$ cat src/rtl/cam_capture.sv
//==============================================================================
// Module   : cam_capture
// Purpose  : Captures an 8-bit parallel camera stream (PCLK/VSYNC/HREF/DATA)
//            into RGB565 pixels with linear addresses, all within the single
//            system clock domain. The camera pixel clock is oversampled as
//            data and is never used as a clock.
// Revision : 1.0 - initial release
//------------------------------------------------------------------------------
// Parameters
//   IMG_W          active pixels per line
//   IMG_H          active lines per frame
// Ports
//   i_clk          system clock (only clock)
//   i_rst          synchronous active-high reset
//   i_cfg_done     level, camera register configuration complete
//   i_pclk         camera pixel clock (asynchronous, <= i_clk/4)
//   i_vsync        camera VSYNC, high in vertical blanking
//   i_href         camera HREF, high while line bytes are valid
//   i_data[7:0]    camera byte bus
//   o_pix_data     RGB565 pixel, first byte in [15:8]
//   o_pix_valid    one-cycle strobe qualifying o_pix_data / o_pix_addr
//   o_pix_addr     linear pixel index row*IMG_W+col
//   o_sof          one-cycle strobe at frame start
//   o_frame_done   one-cycle strobe at frame end
//   o_size_err     sticky, a frame ended with the wrong pixel count
//==============================================================================
`default_nettype none

module cam_capture #(
    parameter int IMG_W = 320,
    parameter int IMG_H = 240
) (
    input  logic        i_clk,
    input  logic        i_rst,
    input  logic        i_cfg_done,
    input  logic        i_pclk,
    input  logic        i_vsync,
    input  logic        i_href,
    input  logic [7:0]  i_data,
    output logic [15:0] o_pix_data,
    output logic        o_pix_valid,
    output logic [16:0] o_pix_addr,
    output logic        o_sof,
    output logic        o_frame_done,
    output logic        o_size_err
);

    localparam logic [16:0] c_PIX_TOTAL = 17'(IMG_W * IMG_H);

    typedef enum logic [1:0] {
        WAIT_CFG     = 2'd0,
        WAIT_VS_HIGH = 2'd1,
        WAIT_VS_LOW  = 2'd2,
        CAPTURE      = 2'd3
    } state_t;

    state_t r_state;
    state_t w_state_nxt;

    // Camera inputs are bundled so every bit passes through the same number
    // of flops; HREF/DATA therefore line up exactly with the detected PCLK
    // edge. Bundle order: {pclk, vsync, href, data[7:0]}.
    logic [10:0] r_sync1;
    logic [10:0] r_sync2;

    logic        w_pclk_s;
    logic        w_vsync_s;
    logic        w_href_s;
    logic [7:0]  w_data_s;

    logic        r_pclk_prev;
    logic        r_vsync_prev;

    logic        w_pclk_rise;
    logic        w_vs_rise;
    logic        w_vs_fall;

    // Datapath control decoded from the FSM.
    logic        w_sof;
    logic        w_done;
    logic        w_sample;

    logic        r_phase;
    logic [7:0]  r_hi_byte;
    logic [16:0] r_count;
    logic        r_overflow;

    //--------------------------------------------------------------------------
    // Input synchronizers and edge detection
    //--------------------------------------------------------------------------
    always_ff @(posedge i_clk) begin
        if (i_rst) begin
            r_sync1      <= '0;
            r_sync2      <= '0;
            r_pclk_prev  <= 1'b0;
            r_vsync_prev <= 1'b0;
        end else begin
            r_sync1      <= {i_pclk, i_vsync, i_href, i_data};
            r_sync2      <= r_sync1;
            r_pclk_prev  <= w_pclk_s;
            r_vsync_prev <= w_vsync_s;
        end
    end

    assign w_pclk_s    = r_sync2[10];
    assign w_vsync_s   = r_sync2[9];
    assign w_href_s    = r_sync2[8];
    assign w_data_s    = r_sync2[7:0];

    assign w_pclk_rise = w_pclk_s & ~r_pclk_prev;
    assign w_vs_rise   = w_vsync_s & ~r_vsync_prev;
    assign w_vs_fall   = ~w_vsync_s & r_vsync_prev;

    //--------------------------------------------------------------------------
    // Control FSM: state register
    //--------------------------------------------------------------------------
    always_ff @(posedge i_clk) begin
        if (i_rst) begin
            r_state <= WAIT_CFG;
        end else begin
            r_state <= w_state_nxt;
        end
    end

    //--------------------------------------------------------------------------
    // Control FSM: next state and datapath strobes
    //--------------------------------------------------------------------------
    always_comb begin
        w_state_nxt = r_state;
        w_sof       = 1'b0;
        w_done      = 1'b0;
        w_sample    = 1'b0;

        // Losing configuration overrides everything and silences all strobes.
        if (!i_cfg_done) begin
            w_state_nxt = WAIT_CFG;
        end else begin
            case (r_state)
                WAIT_CFG: begin
                    w_state_nxt = WAIT_VS_HIGH;
                end
                // Waiting for blanking first guarantees we never lock onto
                // the middle of a frame that was already in flight.
                WAIT_VS_HIGH: begin
                    if (w_vsync_s) begin
                        w_state_nxt = WAIT_VS_LOW;
                    end
                end
                WAIT_VS_LOW: begin
                    if (w_vs_fall) begin
                        w_state_nxt = CAPTURE;
                        w_sof       = 1'b1;
                    end
                end
                CAPTURE: begin
                    // Frame end wins over a coincident byte sample.
                    if (w_vs_rise) begin
                        w_state_nxt = WAIT_VS_LOW;
                        w_done      = 1'b1;
                    end else if (w_pclk_rise) begin
                        w_sample    = 1'b1;
                    end
                end
                default: begin
                    w_state_nxt = WAIT_CFG;
                end
            endcase
        end
    end

    //--------------------------------------------------------------------------
    // Byte assembly, pixel counter and registered outputs
    //--------------------------------------------------------------------------
    always_ff @(posedge i_clk) begin
        if (i_rst) begin
            r_phase      <= 1'b0;
            r_hi_byte    <= '0;
            r_count      <= '0;
            r_overflow   <= 1'b0;
            o_pix_data   <= '0;
            o_pix_valid  <= 1'b0;
            o_pix_addr   <= '0;
            o_sof        <= 1'b0;
            o_frame_done <= 1'b0;
            o_size_err   <= 1'b0;
        end else begin
            o_pix_valid  <= 1'b0;
            o_sof        <= w_sof;
            o_frame_done <= w_done;

            if (w_sof) begin
                r_phase    <= 1'b0;
                r_count    <= '0;
                r_overflow <= 1'b0;
            end

            if (w_sample) begin
                if (!w_href_s) begin
                    // Line gap: any unpaired trailing byte is dropped.
                    r_phase <= 1'b0;
                end else if (!r_phase) begin
                    r_hi_byte <= w_data_s;
                    r_phase   <= 1'b1;
                end else begin
                    r_phase <= 1'b0;
                    if (r_count < c_PIX_TOTAL) begin
                        o_pix_valid <= 1'b1;
                        o_pix_data  <= {r_hi_byte, w_data_s};
                        o_pix_addr  <= r_count;
                        r_count     <= r_count + 17'd1;
                    end else begin
                        // The counter saturates at the frame size, so a
                        // separate flag remembers that extra pixels arrived.
                        r_overflow <= 1'b1;
                    end
                end
            end

            if (w_done && ((r_count != c_PIX_TOTAL) || r_overflow)) begin
                o_size_err <= 1'b1;
            end
        end
    end

endmodule

`default_nettype wire

$ cat config.mk
export PLATFORM = sky130hd
export DESIGN_NAME = cam_capture
export DESIGN_NICKNAME = d
export VERILOG_FILES = /design/src/rtl/cam_capture.sv
export SDC_FILE = /design/constraint.sdc
export NUM_CORES = 1
export LEC_CHECK = 0
export ABC_AREA = 1
export CORE_MARGIN = 1
export CORE_UTILIZATION = 56
export CTS_BUF_LIST = sky130_fd_sc_hd__clkbuf_4 sky130_fd_sc_hd__clkbuf_8
export DETAILED_ROUTE_END_ITERATION = 6
export PLACE_DENSITY = 0.93
export SETUP_SLACK_MARGIN = 0.15
export SLEW_MARGIN = 20
export SYNTH_ARGS = -nofsm -noshare
export SYNTH_HDL_FRONTEND = slang
export SYNTH_SLANG_ARGS = --single-unit
export TNS_END_PERCENT = 5
$ cat constraint.sdc
create_clock -name i_clk -period 1.7 [get_ports i_clk]
set_input_delay 0.34 -clock i_clk [delete_from_list [all_inputs] [get_ports i_clk]]
set_output_delay 0.34 -clock i_clk [all_outputs]
set_load 0.05 [all_outputs]
==> results.py, run 1 <==
metrics = {
    "setup_path": {
        "crit_start": "r_state[1]",
        "crit_fanout": 4,
        "critical_path_class": "flop to flop",
        "r2r-end": "r_count[4]",
        "cp-endpoint": "r_count[4]",
        "crit_required_ns": 1.95,
        "cp-end-kind": "flop",
        "r2r_cells": 7,
        "cp_data_arrival_time_ns": 1.74,
        "reg2reg_setup_slack_ns": 0.21,
        "r2r_start": "r_state[1]",
        "cp-start-kind": "flop",
    },
    "power_and_ir_drop": {
        "switchingPower_mw": 0.954,
        "internal_power_mw": 2.78,
        "ir_worst_vdd_uv": 623,
        "p_leak_nw": 2.07,
        "sequentialPowerShare": 0.576,
        "power_density_nw_per_um2": 814,
        "p_sw_frac": 0.256,
        "power_mw": 3.73,
        "p_comb_frac": 0.036,
        "p_clk_frac": 0.389,
    },
    "run_status": {
        "status": "completed",
    },
    "cells_and_area": {
        "antenna_cells": 0,
        "fill_cells": 447,
        "multi_input_area_um2": 1530,
        "final_layout_size_suffix_gt1_frac": 0.221,
        "fin_nets": 571,
        "syn_to_final_growth_pct": 25.2,
        "register_area_um2": 1810,
    },
    "timing": {
        "rsz0062_at_grt": "true",
        "final_hold_viol_count": 0,
        "setup_viol": 0,
        "tightest_slew_ns": 0.376,
        "min_period_ns": 1.49,
        "max_slew_margin": 0.747,
        "fin_skew_ns": 0.0100,
        "drv_slew": 0,
        "max_freq_ghz": 0.669,
        "final.period_utilization": 0.879,
        "setup_tns_ns": 0,
        "whs_ns": 0.404,
    },
    "die": {
        "die_width_um": 82.9,
        "die_area_um2": 6870,
        "ios": 51,
        "start_util": 0.577,
        "fp.dieH_um": 82.9,
        "num_rows": 29,
        "core_area_um2": 6350,
    },
    "synthesis": {
        "yosysSeqAreaShare": 0.492,
        "ys_top_cells_by_area": "dfxtp_1, nand2_1, nor2_1, inv_1, o21ai_2",
        "netlist_instances": 480,
        "syn_area_um2": 3660,
        "yosysTopAreaCell": "dfxtp_1",
        "synth_edf_count": 0,
        "syn_nets": 496,
        "synth_top_area_share": 0.492,
        "ys_dominant_reg_cell": "dfxtp_1",
        "async_flop_share": 0,
        "avgSynthCellArea_um2": 7.63,
        "ys_ff_latch": 90,
        "synth_warnings": 0,
        "synthDistinctLibCells": 30,
    },
    "placement": {
        "gp_congestion": 0.908,
        "port-buffer-count": 50,
        "dpl.hpwl_um": 5900,
    },
    "clocking": {
        "cts_tree": "done",
        "cts-buffers-inserted": 9,
        "root_buffer": "clkbuf_8",
        "cts_buffer_depth": 2,
        "cts_sinks": 90,
        "clkSlewWorstSetupHoldPaths_ns": 0.10,
        "hold_buffers": 0,
        "clock_latency_ns": 0.37,
        "htreeDepth": 3,
    },
    "grt": {
        "grt_usage": 0.263,
        "grt_pass1_vias": 3150,
        "grt_pass1_wl_um": 14500,
        "antenna_found_initial": 0,
        "overflow": 0,
        "grt_max_degree": 29,
    },
    "route": {
        "drtIter0Drc": 368,
        "avgViaCountPerCell": 5.17,
        "ant_nets": 0,
        "dr.pass1.iters": 5,
        "wire_per_inst_um": 13.7,
        "drc": 0,
        "vias": 3294,
        "drt-total-wl_um": 8740,
    },
    "hold_path": {
        "hp-class": "flop to flop",
    },
    "flow_run": {
        "maxCapViolCount": 0,
    },
}
-- synthesized netlist by cell type (2+ instances only) --
cell type    n
o21ai_2     20
o21ai_1      2
nand2_2      3
clkbuf_1     3
buf_4        2
o21bai_1     2
nand2_4      2
o21ai_0     27
nor3_1       5
nor2_4       2
dfxtp_1     90
nor2_1      80
buf_6        4
ha_1         2
buf_2        3
nand4_1      7
a21oi_1     20
nor2_8       2
nand2_1    107
inv_1       65
nand3_1     22
inv_2        2
-- logic make-up after synthesis --
| group | synth area share |
|---|---|
| buffers and inverters | 0.0990 |
| AND/OR/NAND/NOR | 0.281 |
| flip-flops | 0.492 |
| AO/OA/AOI/OAI | 0.121 |
| adder cells (fa/ha/maj) | 0.00683 |
-- state kept, by name, indices dropped and copies added (netlist names), 2 cells and up --
| name | count |
|---|---|
| r_hi_byte | 8 |
| o_pix_addr | 17 |
| o_pix_data | 16 |
| r_state | 2 |
| r_count | 17 |
| r_sync1 | 11 |
| r_sync2 | 11 |
-- repair_timing --
action                     4_1_cts  5_1_grt
setup endpoints to repair       41       58
buffers inserted                 0        1
resized for setup                0       13
cloned                           1        0
pin swaps                        1        3
-- placed cells by master (no fill, tap or decap), drive strengths merged --
master         netlist  routed
nand2              112     112
dfxtp               90      90
nor2                84      85
inv                 68      70
buf                 11      64
o21ai               49      49
nand3               24      24
a21oi               21      21
clkdlybuf4s50        0      12
clkbuf               3       9
nand4                7       7
nor3                 5       5
clkinv               0       5
o21bai               2       2
ha                   2       2
or2                  1       1
nand3b               1       1
dlymetal6s2s         0       1
-- through the flow --
stage                     worst slack [ns]  instance area (µm²)   util  instances
after global routing                0.0589                 4590  0.722        637
after global placement              -0.135                 4320  0.680        619
after detailed placement            -0.178                 4320  0.680        619
final                                0.206                 4590  0.722        637
after CTS                           0.0541                 4540  0.714        636
after floorplan                      0.343                 3660      -        480
-- power groups by stage --
stage / sequential (mW) / combinational [mW] / clock, mW
CTS: 2.15 / 0.126 / 1.47
floorplan: 2.19 / 0.0664 / 0
finish: 2.15 / 0.133 / 1.45
detailed placement: 2.20 / 0.121 / 0
global placement: 2.19 / 0.118 / 0
global route: 2.15 / 0.149 / 1.58
-- how the worst min path moves through the flow --
stage                          start  cells after the start  slack (ns)          to
after floorplan           r_sync1[0]                      2        0.39  r_sync2[0]
after global placement    r_sync1[8]                      2        0.39  r_sync2[8]
after detailed placement  r_sync1[0]                      2        0.39  r_sync2[0]
after CTS                 r_sync1[2]                      2        0.41  r_sync2[2]
after global routing      r_sync1[0]                      2        0.43  r_sync2[0]
final                     r_sync1[2]                      2        0.40  r_sync2[2]
-- metal layers --
| layer | share of wire | track usage |
|---|---|---|
| met2 | 0.49 | 0.437 |
| met3 | 0.054 | 0.0388 |
| met1 | 0.43 | 0.334 |
| met5 | 0 | 0 |
| met4 | 0.026 | 0.125 |
-- layout make-up --
type                       count  area share
clock buffer                   9      0.0270
clock inverter                 7      0.0177
inverter                      68      0.0562
multi-input combinational    309       0.334
sequential                    90       0.394
tap                           77      0.0210
timing repair buffer          77       0.150
-- worst max-delay path, cell delays in order (launching register included) --
cell     delay, ns
dfxtp_1       0.36
inv_1         0.07
or2_2         0.32
nor2_4        0.17
buf_4         0.17
nor2_1        0.05
o21ai_0       0.16
nor2_1        0.08
(Power assumes the default switching activity.)
==> inputs of run 2 (changes only) <==
==> constraint.sdc (replaced) <==
create_clock -name i_clk -period 1.7 [get_ports i_clk]
set_input_delay 0.17 -clock i_clk [delete_from_list [all_inputs] [get_ports i_clk]]
set_output_delay 0.17 -clock i_clk [all_outputs]
set_load 0.05 [all_outputs]
==> run 2 against run 1 <==
Sequential power about the same. Non-clock buffer count down 9. Combinational power down 11%. Maximum frequency down 1.3%. Flip-flop and latch count unchanged. Setup slack worse by 0.019 ns. Core utilization down 1.6 points. Sequential share of layout area up 0.90 points. Final cell count down 1.4%. Register-to-register slack worse by 0.02 ns.
==> results.py, run 2 (synthesis results as in run 1) <==
metrics = {
    "clocking": {
        "clkSlewWorstSetupHoldPaths_ns": 0.11,
        "hold_buffers": 0,
        "cts_tree": "done",
        "cts_sinks": 90,
        "cts-buffers-inserted": 9,
        "htreeDepth": 3,
        "cts_buffer_depth": 2,
        "root_buffer": "clkbuf_8",
        "clock_latency_ns": 0.37,
    },
    "cells_and_area": {
        "fin_nets": 562,
        "mostFrequentLayoutCells": "nand2_1, dfxtp_1, nor2_1, inv_1",
        "reg_top3": "o_pix_addr: 17 flops, r_count: 17 flops, o_pix_data: 16 flops",
        "fill_cells": 523,
        "utilization": 0.706,
        "antenna_cells": 0,
        "final_common_cell": "nand2_1",
        "final_layout_size_suffix_gt1_frac": 0.158,
        "syn_to_final_growth_pct": 22.4,
    },
    "timing": {
        "tightest_slew_ns": 0.501,
        "max_freq_ghz": 0.661,
        "final.period_utilization": 0.890,
        "setup_tns_ns": 0,
        "drv_slew": 0,
        "final_hold_viol_count": 0,
        "whs_ns": 0.300,
        "max_slew_margin": 0.667,
        "fin_skew_ns": 0.0150,
        "setup_viol": 0,
        "min_period_ns": 1.51,
        "rsz0062_at_grt": "true",
    },
    "die": {
        "num_rows": 29,
        "die_area_um2": 6870,
        "die_width_um": 82.9,
        "core_area_um2": 6350,
        "fp.dieH_um": 82.9,
        "ios": 51,
        "start_util": 0.577,
    },
    "route": {
        "vias": 3331,
        "highest_layer": "met4",
        "drt-total-wl_um": 8870,
        "avgViaCountPerCell": 5.30,
        "drtIter0Drc": 313,
        "drc": 0,
        "met2_length_um": 4260,
        "wire_per_inst_um": 14.1,
        "drt-met1-wl_um": 3900,
        "met3WireLength_um": 516,
        "ant_nets": 0,
        "dr.pass1.iters": 5,
    },
    "setup_path": {
        "cp-start-kind": "flop",
        "crit_start": "r_count[10]",
        "crit_fanout": 16,
        "critical_path_class": "flop to flop",
        "r2r_start": "r_count[10]",
        "r2r-end": "o_pix_data[5]",
        "reg2reg_setup_slack_ns": 0.19,
        "crit_required_ns": 2.03,
        "r2r_cells": 8,
        "cp-end-kind": "flop",
        "cp_data_arrival_time_ns": 1.84,
    },
    "grt": {
        "grt_max_degree": 34,
        "grt_pass1_wl_um": 14300,
        "antenna_found_initial": 0,
        "grt_pass1_vias": 3110,
        "overflow": 0,
        "grt_usage": 0.260,
    },
    "placement": {
        "port-buffer-count": 50,
        "gp_congestion": 0.871,
        "dpl.hpwl_um": 6240,
    },
    "power_and_ir_drop": {
        "power_density_nw_per_um2": 835,
        "sequentialPowerShare": 0.574,
        "ir_worst_vdd_uv": 1110,
        "p_leak_nw": 2.04,
        "power_mw": 3.74,
        "switchingPower_mw": 0.973,
        "p_clk_frac": 0.394,
        "p_comb_frac": 0.032,
        "p_sw_frac": 0.260,
        "internal_power_mw": 2.77,
    },
    "run_status": {
        "status": "completed",
    },
    "flow_run": {
        "maxCapViolCount": 0,
    },
    "hold_path": {
        "holdPathStages": 3,
        "hold_end": "r_sync1[5]",
        "worstHoldStart": "i_data[5]",
        "hp-class": "input port to flop",
    },
}
run 2: cell types whose count changed in the layout (fill, tap and decap cells not counted), moves of 4 or more:
cell           before  now
o21ai_1             6    2
o21ai_0            23   27
buf_12              6    2
dlygate4sd2_1       0   27
buf_4              58   26
run 2: power groups by stage:
stage / Clock, mW / Sequential, mW / Combinational, mW
4_1_cts: 1.48 / 2.15 / 0.116
5_1_grt: 1.58 / 2.15 / 0.132
2_1_floorplan: 0 / 2.19 / 0.0664
6_report: 1.48 / 2.15 / 0.119
3_5_place_dp: 0 / 2.20 / 0.115
3_3_place_gp: 0 / 2.19 / 0.108
run 2: worst max path at each step:
stage / endpoint / depth (start not counted)
after CTS: o_pix_data[14] / 8
after floorplan: r_count[12] / 8
after global routing: o_pix_data[5] / 8
after detailed placement: o_pix_addr[6] / 8
final: o_pix_data[5] / 8
after global placement: r_count[12] / 9
run 2: final cells by class:
cell class	count	area, µm²	area share
Clock buffer	9	124	0.0276
Multi-Input combinational cell	309	1520	0.339
Sequential cell	90	1810	0.403
Clock inverter	7	76.3	0.0170
Inverter	68	258	0.0575
Tap cell	77	96.3	0.0215
Timing Repair Buffer	68	602	0.134
run 2: routing by layer:
| layer | global-route usage | vias to the layer above |
|---|---|---|
| li1 | - | 1627 |
| met3 | 0.0497 | 24 |
| met5 | 0 | - |
| met4 | 0.0987 | 0 |
| met1 | 0.330 | 1519 |
| met2 | 0.439 | 161 |
run 2: metrics by stage:
stage	cells	setup WS, ns	instance area, µm²
floorplan	480	0.343	3660
global placement	611	0.0431	4290
detailed placement	611	-0.0123	4290
CTS	627	0.164	4460
global route	628	0.0836	4480
finish	628	0.187	4480
run 2: worst max-delay path, stage by stage, from the launching register on:
cell,delay (ns)
dfxtp_2,0.40
nand2_2,0.11
nand2_1,0.11
nand3_2,0.09
nand2_4,0.12
nor2_8,0.07
nor2_4,0.35
nand2_1,0.13
nand2_1,0.09
run 2: timing repair:
| item | 4_1_cts | 5_1_grt |
|---|---|---|
| buffers inserted | 0 | 0 |
| setup endpoints to repair | 60 | 40 |
| cloned | 0 | 1 |
| gates resized for setup | 29 | 4 |
| pin swaps | 0 | 2 |
==> inputs of run 3 (changes only) <==
--- a/config.mk
+++ b/config.mk
@@ -7,10 +7,11 @@
 export LEC_CHECK = 0
 export ABC_AREA = 1
 export CORE_MARGIN = 1
-export CORE_UTILIZATION = 56
+export CORE_UTILIZATION = 57
 export CTS_BUF_LIST = sky130_fd_sc_hd__clkbuf_4 sky130_fd_sc_hd__clkbuf_8
 export DETAILED_ROUTE_END_ITERATION = 6
-export PLACE_DENSITY = 0.93
+export DONT_BUFFER_PORTS = 1
+export PLACE_DENSITY = 0.84
 export SETUP_SLACK_MARGIN = 0.15
 export SLEW_MARGIN = 20
 export SYNTH_ARGS = -nofsm -noshare
==> constraint.sdc (replaced) <==
create_clock -name i_clk -period 1.5 [get_ports i_clk]
set_input_delay 0.15 -clock i_clk [delete_from_list [all_inputs] [get_ports i_clk]]
set_output_delay 0.15 -clock i_clk [all_outputs]
set_load 0.05 [all_outputs]
==> run 3 against run 2 <==
Sequential power grew 13%. Worst hold slack worse by 0.22 ns. Global-route usage grew 3.7 points. Critical path type unchanged. Largest cell class unchanged.
==> results.py, run 3 (synthesis results as in run 1) <==
metrics = {
    "run_status": {
        "status": "completed",
    },
    "setup_path": {
        "critPathBufInv": 1,
        "cp-start-kind": "flop",
        "path_delay_family": "simple AND/OR/NAND/NOR gates",
        "crit_chain": "inv_2 > nand2_1 > nand2_4 > nor2_4 > nand3b_4 > o21ai_0 > a21oi_1",
        "slowest_stage": "dfxtp_2",
        "crit_fanout": 12,
        "cp_data_arrival_time_ns": 1.73,
        "critical_path_class": "flop to flop",
        "cp-end-kind": "flop",
        "crit_required_ns": 1.74,
        "r2r_start": "r_vsync_prev",
        "crit_start": "r_vsync_prev",
        "slowest_delay_ns": 0.36,
    },
    "timing": {
        "fin_skew_ns": 0.0147,
        "max_freq_ghz": 0.674,
        "setup_viol": 0,
        "min_period_ns": 1.48,
        "rsz0062_at_grt": "true",
        "setup_tns_ns": 0,
        "setup_ws_ns": 0.0173,
        "final.period_utilization": 0.988,
        "whs_ns": 0.0830,
        "max_slew_margin": 0.638,
        "drv_slew": 0,
        "final_hold_viol_count": 0,
        "tightest_slew_ns": 0.542,
    },
    "hold_path": {
        "hp-class": "input port to flop",
        "worstHoldStart": "i_rst",
    },
    "placement": {
        "port-buffer-count": 0,
        "dpl.hpwl_um": 5970,
        "gp_congestion": 0.906,
        "post-place-cells": 576,
        "placed_cell_area_um2": 3960,
        "pre_cts_slack_ns": 0.0352,
    },
    "cells_and_area": {
        "final_common_cell": "nand2_1",
        "utilization": 0.762,
        "multi_input_area_um2": 1610,
        "syn_to_final_growth_pct": 26.1,
        "reg_top3": "o_pix_addr: 17 flops, r_count: 17 flops, o_pix_data: 16 flops",
        "antenna_cells": 0,
        "final_area_um2": 4620,
        "fin_nets": 559,
        "final_layout_size_suffix_gt1_frac": 0.230,
        "stdcell_count": 623,
        "register_area_um2": 1820,
        "mostFrequentLayoutCells": "nand2_1, dfxtp_1, nor2_1, inv_1, buf_4",
        "fill_cells": 423,
    },
    "die": {
        "num_rows": 28,
        "ios": 51,
        "die_width_um": 82.2,
        "fp.dieH_um": 82.2,
        "start_util": 0.604,
        "core_area_um2": 6060,
        "die_area_um2": 6750,
    },
    "route": {
        "wire_per_inst_um": 17.0,
        "drtIter0Drc": 359,
        "avgViaCountPerCell": 5.49,
        "drt-total-wl_um": 10600,
        "drc": 0,
        "dr.pass1.iters": 5,
        "vias": 3421,
        "ant_nets": 0,
    },
    "clocking": {
        "htreeDepth": 3,
        "cts_buffer_depth": 2,
        "cts_sinks": 90,
        "root_buffer": "clkbuf_8",
        "cts_tree": "done",
        "clock_latency_ns": 0.37,
        "clkSlewWorstSetupHoldPaths_ns": 0.10,
        "cts-buffers-inserted": 9,
    },
    "power_and_ir_drop": {
        "power_density_nw_per_um2": 950,
        "power_mw": 4.39,
        "ir_worst_vdd_uv": 807,
        "p_leak_nw": 2.05,
    },
    "grt": {
        "grt_pass1_wl_um": 14600,
        "grt_usage": 0.298,
        "overflow": 0,
        "grt_max_degree": 33,
        "antenna_found_initial": 0,
        "grt_pass1_vias": 3081,
    },
    "flow_run": {
        "maxCapViolCount": 0,
    },
}
[run 3: per-layer routing]
layer | up-vias | share of wire | global-route usage
met4 | 0 | 0.044 | 0.170
met3 | 41 | 0.074 | 0.0692
met5 | - | 0 | 0
met1 | 1581 | 0.40 | 0.365
li1 | 1619 | - | -
met2 | 180 | 0.49 | 0.478
[run 3: worst min-delay path, delay by kind of cell]
family | cells | cell delay, ns
buf+inv | 1 | 0.13
simple gates | 3 | 0.13
[run 3: final cells by class]
type | count | share of cell area
Sequential cell | 90 | 0.395
Multi-Input combinational cell | 308 | 0.348
Timing Repair Buffer | 66 | 0.134
Inverter | 68 | 0.0563
Clock buffer | 9 | 0.0268
Tap cell | 75 | 0.0203
Clock inverter | 7 | 0.0200
[run 3: path summary, 6_finish.rpt]
| check | depth (start not counted) | slack, ns | to |
|---|---|---|---|
| setup / recovery | 7 | 0.02 | r_hi_byte[1] |
| hold / removal | 4 | 0.08 | o_pix_data[0] |
| setup reg to reg | 7 | 0.02 | r_hi_byte[1] |
| hold reg to reg | 2 | 0.47 | o_pix_addr[9] |
[run 3: repair_timing]
action                                 in CTS  in global routing
setup endpoints to repair                  56                 62
gates resized for setup                    19                 44
gates cloned                                1                  1
hold buffers                               25                  1
setup buffers                               0                  3
pin swaps                                   2                 11
endpoints found under the hold margin      34                  6
[run 3: report_power, final]
part	internal, mW	leakage, nW	total, mW	switching [mW]
logic	0.0776	1.21	0.161	0.0832
registers	2.42	0.737	2.44	0.0229
clock network	0.816	0.109	1.79	0.971
total	3.31	2.05	4.39	1.08
